`src/rtl/writeback_arbiter.sv`:
```
// Writeback arbiter: two per-source result FIFOs drained round-robin
// into a single registered register-file write port.
module writeback_arbiter #(
  parameter int FIFO_DEPTH = 2
) (
  input  logic        clk,
  input  logic        reset,
  input  logic        alu_valid,
  output logic        alu_ready,
  input  logic [4:0]  alu_wr_addr,
  input  logic [31:0] alu_result,
  input  logic        ld_valid,
  output logic        ld_ready,
  input  logic [4:0]  ld_wr_addr,
  input  logic [31:0] ld_data,
  output logic        rd_wr_en,
  output logic [4:0]  reg_wr_addr,
  output logic [31:0] reg_wr_data,
  output logic        idle
);

  localparam int PW = $clog2(FIFO_DEPTH);
  localparam int CW = $clog2(FIFO_DEPTH + 1);
  localparam int EW = 37;

  typedef enum logic {
    LG_LD  = 1'b0,
    LG_ALU = 1'b1
  } lg_e;

  logic [EW-1:0] mem [2][FIFO_DEPTH];
  logic [PW-1:0] wp [2];
  logic [PW-1:0] rp [2];
  logic [CW-1:0] cnt [2];
  logic [EW-1:0] wdata [2];
  logic [1:0]    vld;
  logic [1:0]    rdy;
  logic [1:0]    ne;
  logic [1:0]    push;
  logic [1:0]    pop;
  logic [EW-1:0] head;
  lg_e           last_q;

  always_comb begin
    vld      = {ld_valid, alu_valid};
    wdata[0] = {alu_wr_addr, alu_result};
    wdata[1] = {ld_wr_addr, ld_data};
    for (int i = 0; i < 2; i++) begin
      rdy[i]  = cnt[i] != CW'(FIFO_DEPTH);
      ne[i]   = cnt[i] != '0;
      push[i] = vld[i] & rdy[i];
    end
    // On contention the source that lost last time wins
    if (ne[0] && ne[1])
      pop = (last_q == LG_ALU) ? 2'b10 : 2'b01;
    else
      pop = ne;
    head = pop[1] ? mem[1][rp[1]] : mem[0][rp[0]];
  end

  assign alu_ready = rdy[0];
  assign ld_ready  = rdy[1];
  assign idle      = (cnt[0] == '0) && (cnt[1] == '0) && !rd_wr_en;

  always_ff @(posedge clk) begin
    for (int i = 0; i < 2; i++)
      if (push[i])
        mem[i][wp[i]] <= wdata[i];
  end

  always_ff @(posedge clk) begin
    if (reset) begin
      for (int i = 0; i < 2; i++) begin
        wp[i]  <= '0;
        rp[i]  <= '0;
        cnt[i] <= '0;
      end
      last_q      <= LG_LD;
      rd_wr_en    <= 1'b0;
      reg_wr_addr <= '0;
      reg_wr_data <= '0;
    end else begin
      for (int i = 0; i < 2; i++) begin
        if (push[i])
          wp[i] <= wp[i] + PW'(1);
        if (pop[i])
          rp[i] <= rp[i] + PW'(1);
        cnt[i] <= cnt[i] + CW'(push[i]) - CW'(pop[i]);
      end
      if (|pop)
        last_q <= pop[1] ? LG_LD : LG_ALU;
      // x0 entries are popped silently
      if (|pop && head[36:32] != 5'd0) begin
        rd_wr_en    <= 1'b1;
        reg_wr_addr <= head[36:32];
        reg_wr_data <= head[31:0];
      end else begin
        rd_wr_en    <= 1'b0;
        reg_wr_addr <= '0;
        reg_wr_data <= '0;
      end
    end
  end

endmodule

```
`config.mk`:
```
export PLATFORM = sky130hd
export DESIGN_NAME = writeback_arbiter
export DESIGN_NICKNAME = d
export VERILOG_FILES = /design/src/rtl/writeback_arbiter.sv
export SDC_FILE = /design/constraint.sdc
export NUM_CORES = 1
export LEC_CHECK = 0
export CAP_MARGIN = 20
export CORE_ASPECT_RATIO = 0.5
export CORE_UTILIZATION = 40
export DETAILED_ROUTE_END_ITERATION = 8
export PLACE_DENSITY_LB_ADDON = 0.2
export SETUP_SLACK_MARGIN = 0.02
export SLEW_MARGIN = 20
export SYNTH_ARGS = -nofsm -noshare
export SYNTH_HDL_FRONTEND = slang
export SYNTH_SLANG_ARGS = --single-unit
```
`constraint.sdc`:
```
create_clock -name clk -period 6.4 [get_ports clk]
set_input_delay 1.28 -clock clk [delete_from_list [all_inputs] [get_ports clk]]
set_output_delay 1.28 -clock clk [all_outputs]
set_load 0.02 [all_outputs]
```
==> impl_results.md, run 1 <==
- Post-cts resize count: 0
- Ratio of cells with drive above 1 in the final layout: 14.49%
- Hold Vio Cnt, Final: 0
- Die area: 18,930 um2
- Status: completed
- Mean Syn Cell Area: 17.11 um2
- Synth area leaders: edfxtp_1, dfxtp_1, a2111oi_2
- CP max stage cell: clkdlybuf4s50_1
- GRT overflow: 0
- Ports: 119
- Clock latency at the later pin of the worst-skew pair: 0.43 ns
- Ys async rst share: 0%
- CTS tree: built
- Clk root buf: clkbuf_16
- Post-DRT Antenna Nets: 0
- Peak Freq: 0.3202 GHz
- Finish-stage setup viols: 0
- Worst path cell trace: or2_1, nor4_1, clkdlybuf4s50_1
- Number of port buffers: 118
- CP endpoint kind: primary output
- Gr usage total: 16.18%
- Max-slew violations: 0
- Chip Width: 193.6 um
- GP Congestion: 0.7192
- Final WS setup: 3.276 ns
- Core area: 17,650 um2
- FF+latch count, synth: 195
- Post-Layout Cell Count: 793
- RSZ-0062 raised after global routing: no
- Row Count: 34
- Yosys top cell area share: 62.19%
- Max cap viols: 0
- Post-Synthesis Cells: 429
- Met2 Usage GRT: 25.94%
- DR pass1 iterations: 6
- Via count: 4,043
- Starting DRT DRC Count: 152
- Period minus WS final: 3.124 ns
- Yosys top cell by area: edfxtp_1
- Max IR drop VDD: 240.3 uV
- Postcts setup bufs: 0
- GR peak layer: met2
- Initial antenna violation count: 0
- Ys flop type: edfxtp_1
- Fin crit share: 48.81%
- Fin nets: 629
- Register-to-register setup slack: 3.90 ns
- Mapped Area: 7340 um2
- ANT cells: 0
- Worst Path Max Fanout: 4
- EDFF count, synth: 152
- # DRC: 0
- DR WL/cell: 18.47 um
- Pleak: 3.094 nW
- CP Launch Type: register
- Actual slew at the worst max-slew pin: 1.003 ns
- CP Class: reg2out
- Top-count cell post-synth: edfxtp_1
- Place WS: 3.083 ns
- Clock skew: 0.01345 ns
- Hold Buf Count CTS: 0
- Setup TNS: 0 ns
- Syn nets: 511
- Clk sink count: 195
- YS warnings: 0
- Relative slew slack: 33.13%
- Total CTS buffers: 17
- Worst Path Arrival: 1.84 ns
- First-pass GRT wire length: 22.63 mm
- Largest net degree at the start of global routing: 73
- Clock Path Buffers: 2
- Req. time, crit path: 5.12 ns
- Worst-path clk slew: 0.07 ns
- Area growth, synth to finish: 27.57%
- Vias in the first global route: 4,021
- Met1 Track Usage GR: 21.71%
- Pwr Density: 445.5 nW/um2
- DP Cell Count: 760
- Hold crit path type: reg2reg
- CTS HTree Levels: 4
- Post-Route WL: 14.64 mm
- Synth cell types: 37
- Vias per std cell: 5.098
- Seq/Total Area, Yosys: 73.92%
- Synth cell count leaders: edfxtp_1, dfxtp_1, a211oi_1
- Starting Density: 41.57%
- Biggest cell delay along the critical path: 0.65 ns
- Die height: 97.79 um
- Final HPWL DP: 9.234 mm
- Met3 Use GR: 4.249%
power breakdown:
part / internal, mW / total (mW) / switching (mW) / leakage, nW
Sequential: 1.65 / 1.75 / 0.0982 / 1.78
Combinational: 0.581 / 1.39 / 0.807 / 1.04
Clock: 0.545 / 1.04 / 0.491 / 0.280
Total: 2.78 / 4.17 / 1.40 / 3.09
cells by family (layout without fill, tap and decap cells):
| group | count (synthesis) | in the layout | synth area share, % |
|---|---|---|---|
| AND/OR/NAND/NOR | 71 | 71 | 5.677 |
| flip-flops | 195 | 195 | 73.92 |
| buffers and inverters | 34 | 164 | 2.574 |
| AO/OA/AOI/OAI | 84 | 84 | 11.61 |
| multiplexers | 37 | 37 | 5.063 |
| XOR/XNOR | 4 | 4 | 0.4774 |
| adder cells (fa/ha/maj) | 4 | 4 | 0.6819 |
critical path: cells and delay by family (launching register included):
kind	cells	cell delay [ns]
buffers and inverters	1	0.65
DFF	1	0.34
and+or+nand+nor	2	0.43
cells in the final DEF, fill, tap and decap left out, types with 2 or more instances in the layout:
| cell type | instances |
|---|---|
| edfxtp_1 | 152 |
| o21ai_0 | 2 |
| and3_2 | 2 |
| inv_6 | 3 |
| nand2b_1 | 3 |
| clkinv_2 | 2 |
| a2111oi_2 | 28 |
| buf_4 | 5 |
| nand2_1 | 5 |
| clkinvlp_4 | 2 |
| nor2b_1 | 39 |
| nor4_1 | 4 |
| xor2_1 | 2 |
| nor2_1 | 10 |
| nor2_4 | 2 |
| a21oi_1 | 2 |
| clkinv_4 | 2 |
| inv_8 | 3 |
| a211oi_1 | 42 |
| dfxtp_1 | 43 |
| ha_1 | 4 |
| mux2i_1 | 36 |
| a2111oi_1 | 3 |
| clkdlybuf4s50_1 | 118 |
| inv_1 | 6 |
| clkbuf_16 | 18 |
| xnor2_1 | 2 |
per-layer routing:
layer  part of all wire (%)  vias to the layer above
li1                       -                     1923
met1                     46                     2016
met2                     48                       91
met3                    4.6                       13
met4                    1.1                        0
met5                      0                        -
stage by stage:
step	hold WS, ns	power, mW	utilization (%)	cell area, um2
final	0.5544	4.171	53.03	9363
after global routing	0.6119	4.382	53.03	9363
after CTS	0.5571	4.208	52.83	9328
after detailed placement	0.5445	3.175	49.56	8750
after global placement	0.5353	3.152	49.40	8722
after floorplan	0.5124	2.688	-	7340
layout make-up:
class	instances	area, um2
clock inverter	12	113.9
sequential	195	5425
tap	234	292.8
clock buffer	19	464.2
fill	1444	8292
inverter	7	27.53
multi-input combinational	200	1758
timing repair buffer	126	1281
path summary, 6_finish.rpt:
kind,start,to,depth (start not counted)
setup / recovery,cnt[0][3],idle,3
hold / removal,last_q,last_q,2
setup reg to reg,rp[0][0],reg_wr_data[5],6
hold reg to reg,last_q,last_q,2
sequential cells by signal, summed over array words and instances, names as in the netlist:
signal / cells
cnt: 4
last_q: 1
mem: 148
rd_wr_en: 1
reg_wr_addr: 5
reg_wr_data: 32
rp: 2
wp: 2
(Power assumes the default switching activity.)
==> run 2: changes to the inputs <==
==> constraint.sdc (replaced) <==
create_clock -name clk -period 2.7 [get_ports clk]
set_input_delay 0.54 -clock clk [delete_from_list [all_inputs] [get_ports clk]]
set_output_delay 0.54 -clock clk [all_outputs]
set_load 0.02 [all_outputs]
==> impl_results.md, run 2 (synthesis gave the netlist of run 1 again) <==
- Status: completed
- CTS tree: built
- Fin crit share: 90.60%
- Actual slew at the worst max-slew pin: 0.6381 ns
- ANT cells: 0
- Biggest cell delay along the critical path: 0.67 ns
- Pleak: 3.147 nW
- Relative slew slack: 57.45%
- CP max stage cell: clkdlybuf4s50_1
- Hold Buf Count CTS: 0
- Clock skew: 0.01599 ns
- Core area: 17,650 um2
- CP endpoint kind: primary output
- Initial antenna violation count: 0
- First-pass GRT wire length: 23.29 mm
- Finish-stage setup viols: 0
- Max IR drop VDD: 428.5 uV
- Starting DRT DRC Count: 226
- Vias in the first global route: 4,141
- Met2 Usage GRT: 25.99%
- Via count: 4,031
- Clock Path Buffers: 2
- Post-cts resize count: 0
- Final HPWL DP: 9.451 mm
- CP Class: reg2out
- Die height: 97.79 um
- Gr usage total: 16.45%
- Chip Width: 193.6 um
- Hold crit path type: reg2reg
- CTS HTree Levels: 4
- Post-DRT Antenna Nets: 0
- Hold Vio Cnt, Final: 0
- Ports: 119
- Clk root buf: clkbuf_16
- Area growth, synth to finish: 28.86%
- Vias per std cell: 5.032
- Post-Route WL: 14.64 mm
- Setup TNS: 0 ns
- Req. time, crit path: 2.16 ns
- Row Count: 34
- Period minus WS final: 2.446 ns
- Post-Route Utilization: 53.57%
- Fillers: 1,444
- Power Total: 9.991 mW
- Ratio of cells with drive above 1 in the final layout: 15.52%
- CP Launch Type: register
- Worst Path Arrival: 1.91 ns
- DR pass1 iterations: 4
- Met3 Use GR: 4.041%
- GRT overflow: 0
- Max-slew violations: 0
- Commonest non-fill, non-tap cells in the layout: edfxtp_1, clkdlybuf4s50_1, dfxtp_1
- # DRC: 0
- Clock latency at the later pin of the worst-skew pair: 0.42 ns
- Max reg flops: 148
- Starting Density: 41.57%
- Worst-path clk slew: 0.07 ns
- Met1 Track Usage GR: 22.57%
- Clk sink count: 195
- GP Congestion: 0.7231
- Die area: 18,930 um2
- DR WL/cell: 18.28 um
- Max cap viols: 0
- Fin nets: 636
- Peak Freq: 0.4088 GHz
- Worst Path Max Fanout: 4
- Commonest non-fill, non-tap cell in the layout: edfxtp_1
- Largest net degree at the start of global routing: 64
- Storage element area: 5425 um2
- Pwr Density: 1056 nW/um2
- RSZ-0062 raised after global routing: no
- Total CTS buffers: 17
- Worst path cell trace: or2_1, nor4_1, clkdlybuf4s50_1
- Number of port buffers: 118
- Postcts setup bufs: 0
- GR peak layer: met2
- Multi-input logic area: 1758 um2
==> run 2: cell types whose count changed in the layout (fill, tap and decap cells not counted), sizes merged <==
cell / previous run / this run
buf: 8 / 15
bufinv: 0 / 1
clkbuf: 19 / 18
clkinv: 5 / 9
clkinvlp: 2 / 0
inv: 12 / 11
==> run 2: critical path, delay by kind of cell, from the launching register on <==
family	cells	cell delay [ns]
buffers and inverters	1	0.67
AND/OR/NAND/NOR	2	0.49
flip-flops	1	0.34
==> run 2: area by class of cell <==
type | count | share of cell area (%)
Clock buffer | 18 | 4.538
Multi-Input combinational cell | 200 | 18.59
Inverter | 7 | 0.2910
Timing Repair Buffer | 133 | 14.34
Sequential cell | 195 | 57.36
Clock inverter | 14 | 1.786
Tap cell | 234 | 3.096
==> run 2: final timing paths <==
path,start,to,slack (ns),depth (start not counted)
worst max-delay path,cnt[0][3],idle,0.25,3
worst min-delay path,last_q,last_q,0.56,2
worst max register to register,cnt[0][1],cnt[0][3],0.52,9
worst min register to register,last_q,last_q,0.56,2
==> run 2: report_power, final <==
part | switching (mW) | internal [mW]
Combinational | 1.93 | 1.43
Clock | 1.17 | 1.33
Sequential | 0.222 | 3.91
Total | 3.33 | 6.66
==> run 2: stage by stage <==
stage	setup WS (ns)	area [um2]	std cells	hold WS [ns]
after floorplan	0.5373	7345	429	0.5124
after global placement	0.6016	8860	769	0.5400
after detailed placement	0.5262	8860	769	0.5441
after CTS	0.2362	9458	801	0.5564
after global routing	0.1201	9458	801	0.6009
final	0.2539	9458	801	0.5568
==> run 2: per-layer routing <==
metal  routed length, um  part of all wire [%]
met5                   0                     0
met4                 108                  0.74
met3                 537                   3.7
met2                7035                    48
met1                6963                    48
==> run 3: changes to the inputs <==
--- a/config.mk
+++ b/config.mk
@@ -10,7 +10,6 @@
 export CORE_UTILIZATION = 40
 export DETAILED_ROUTE_END_ITERATION = 8
 export PLACE_DENSITY_LB_ADDON = 0.2
-export SETUP_SLACK_MARGIN = 0.02
 export SLEW_MARGIN = 20
 export SYNTH_ARGS = -nofsm -noshare
 export SYNTH_HDL_FRONTEND = slang
==> results of run 3 <==
No change in the layout: final DEF, timing and power equal those of run 2.
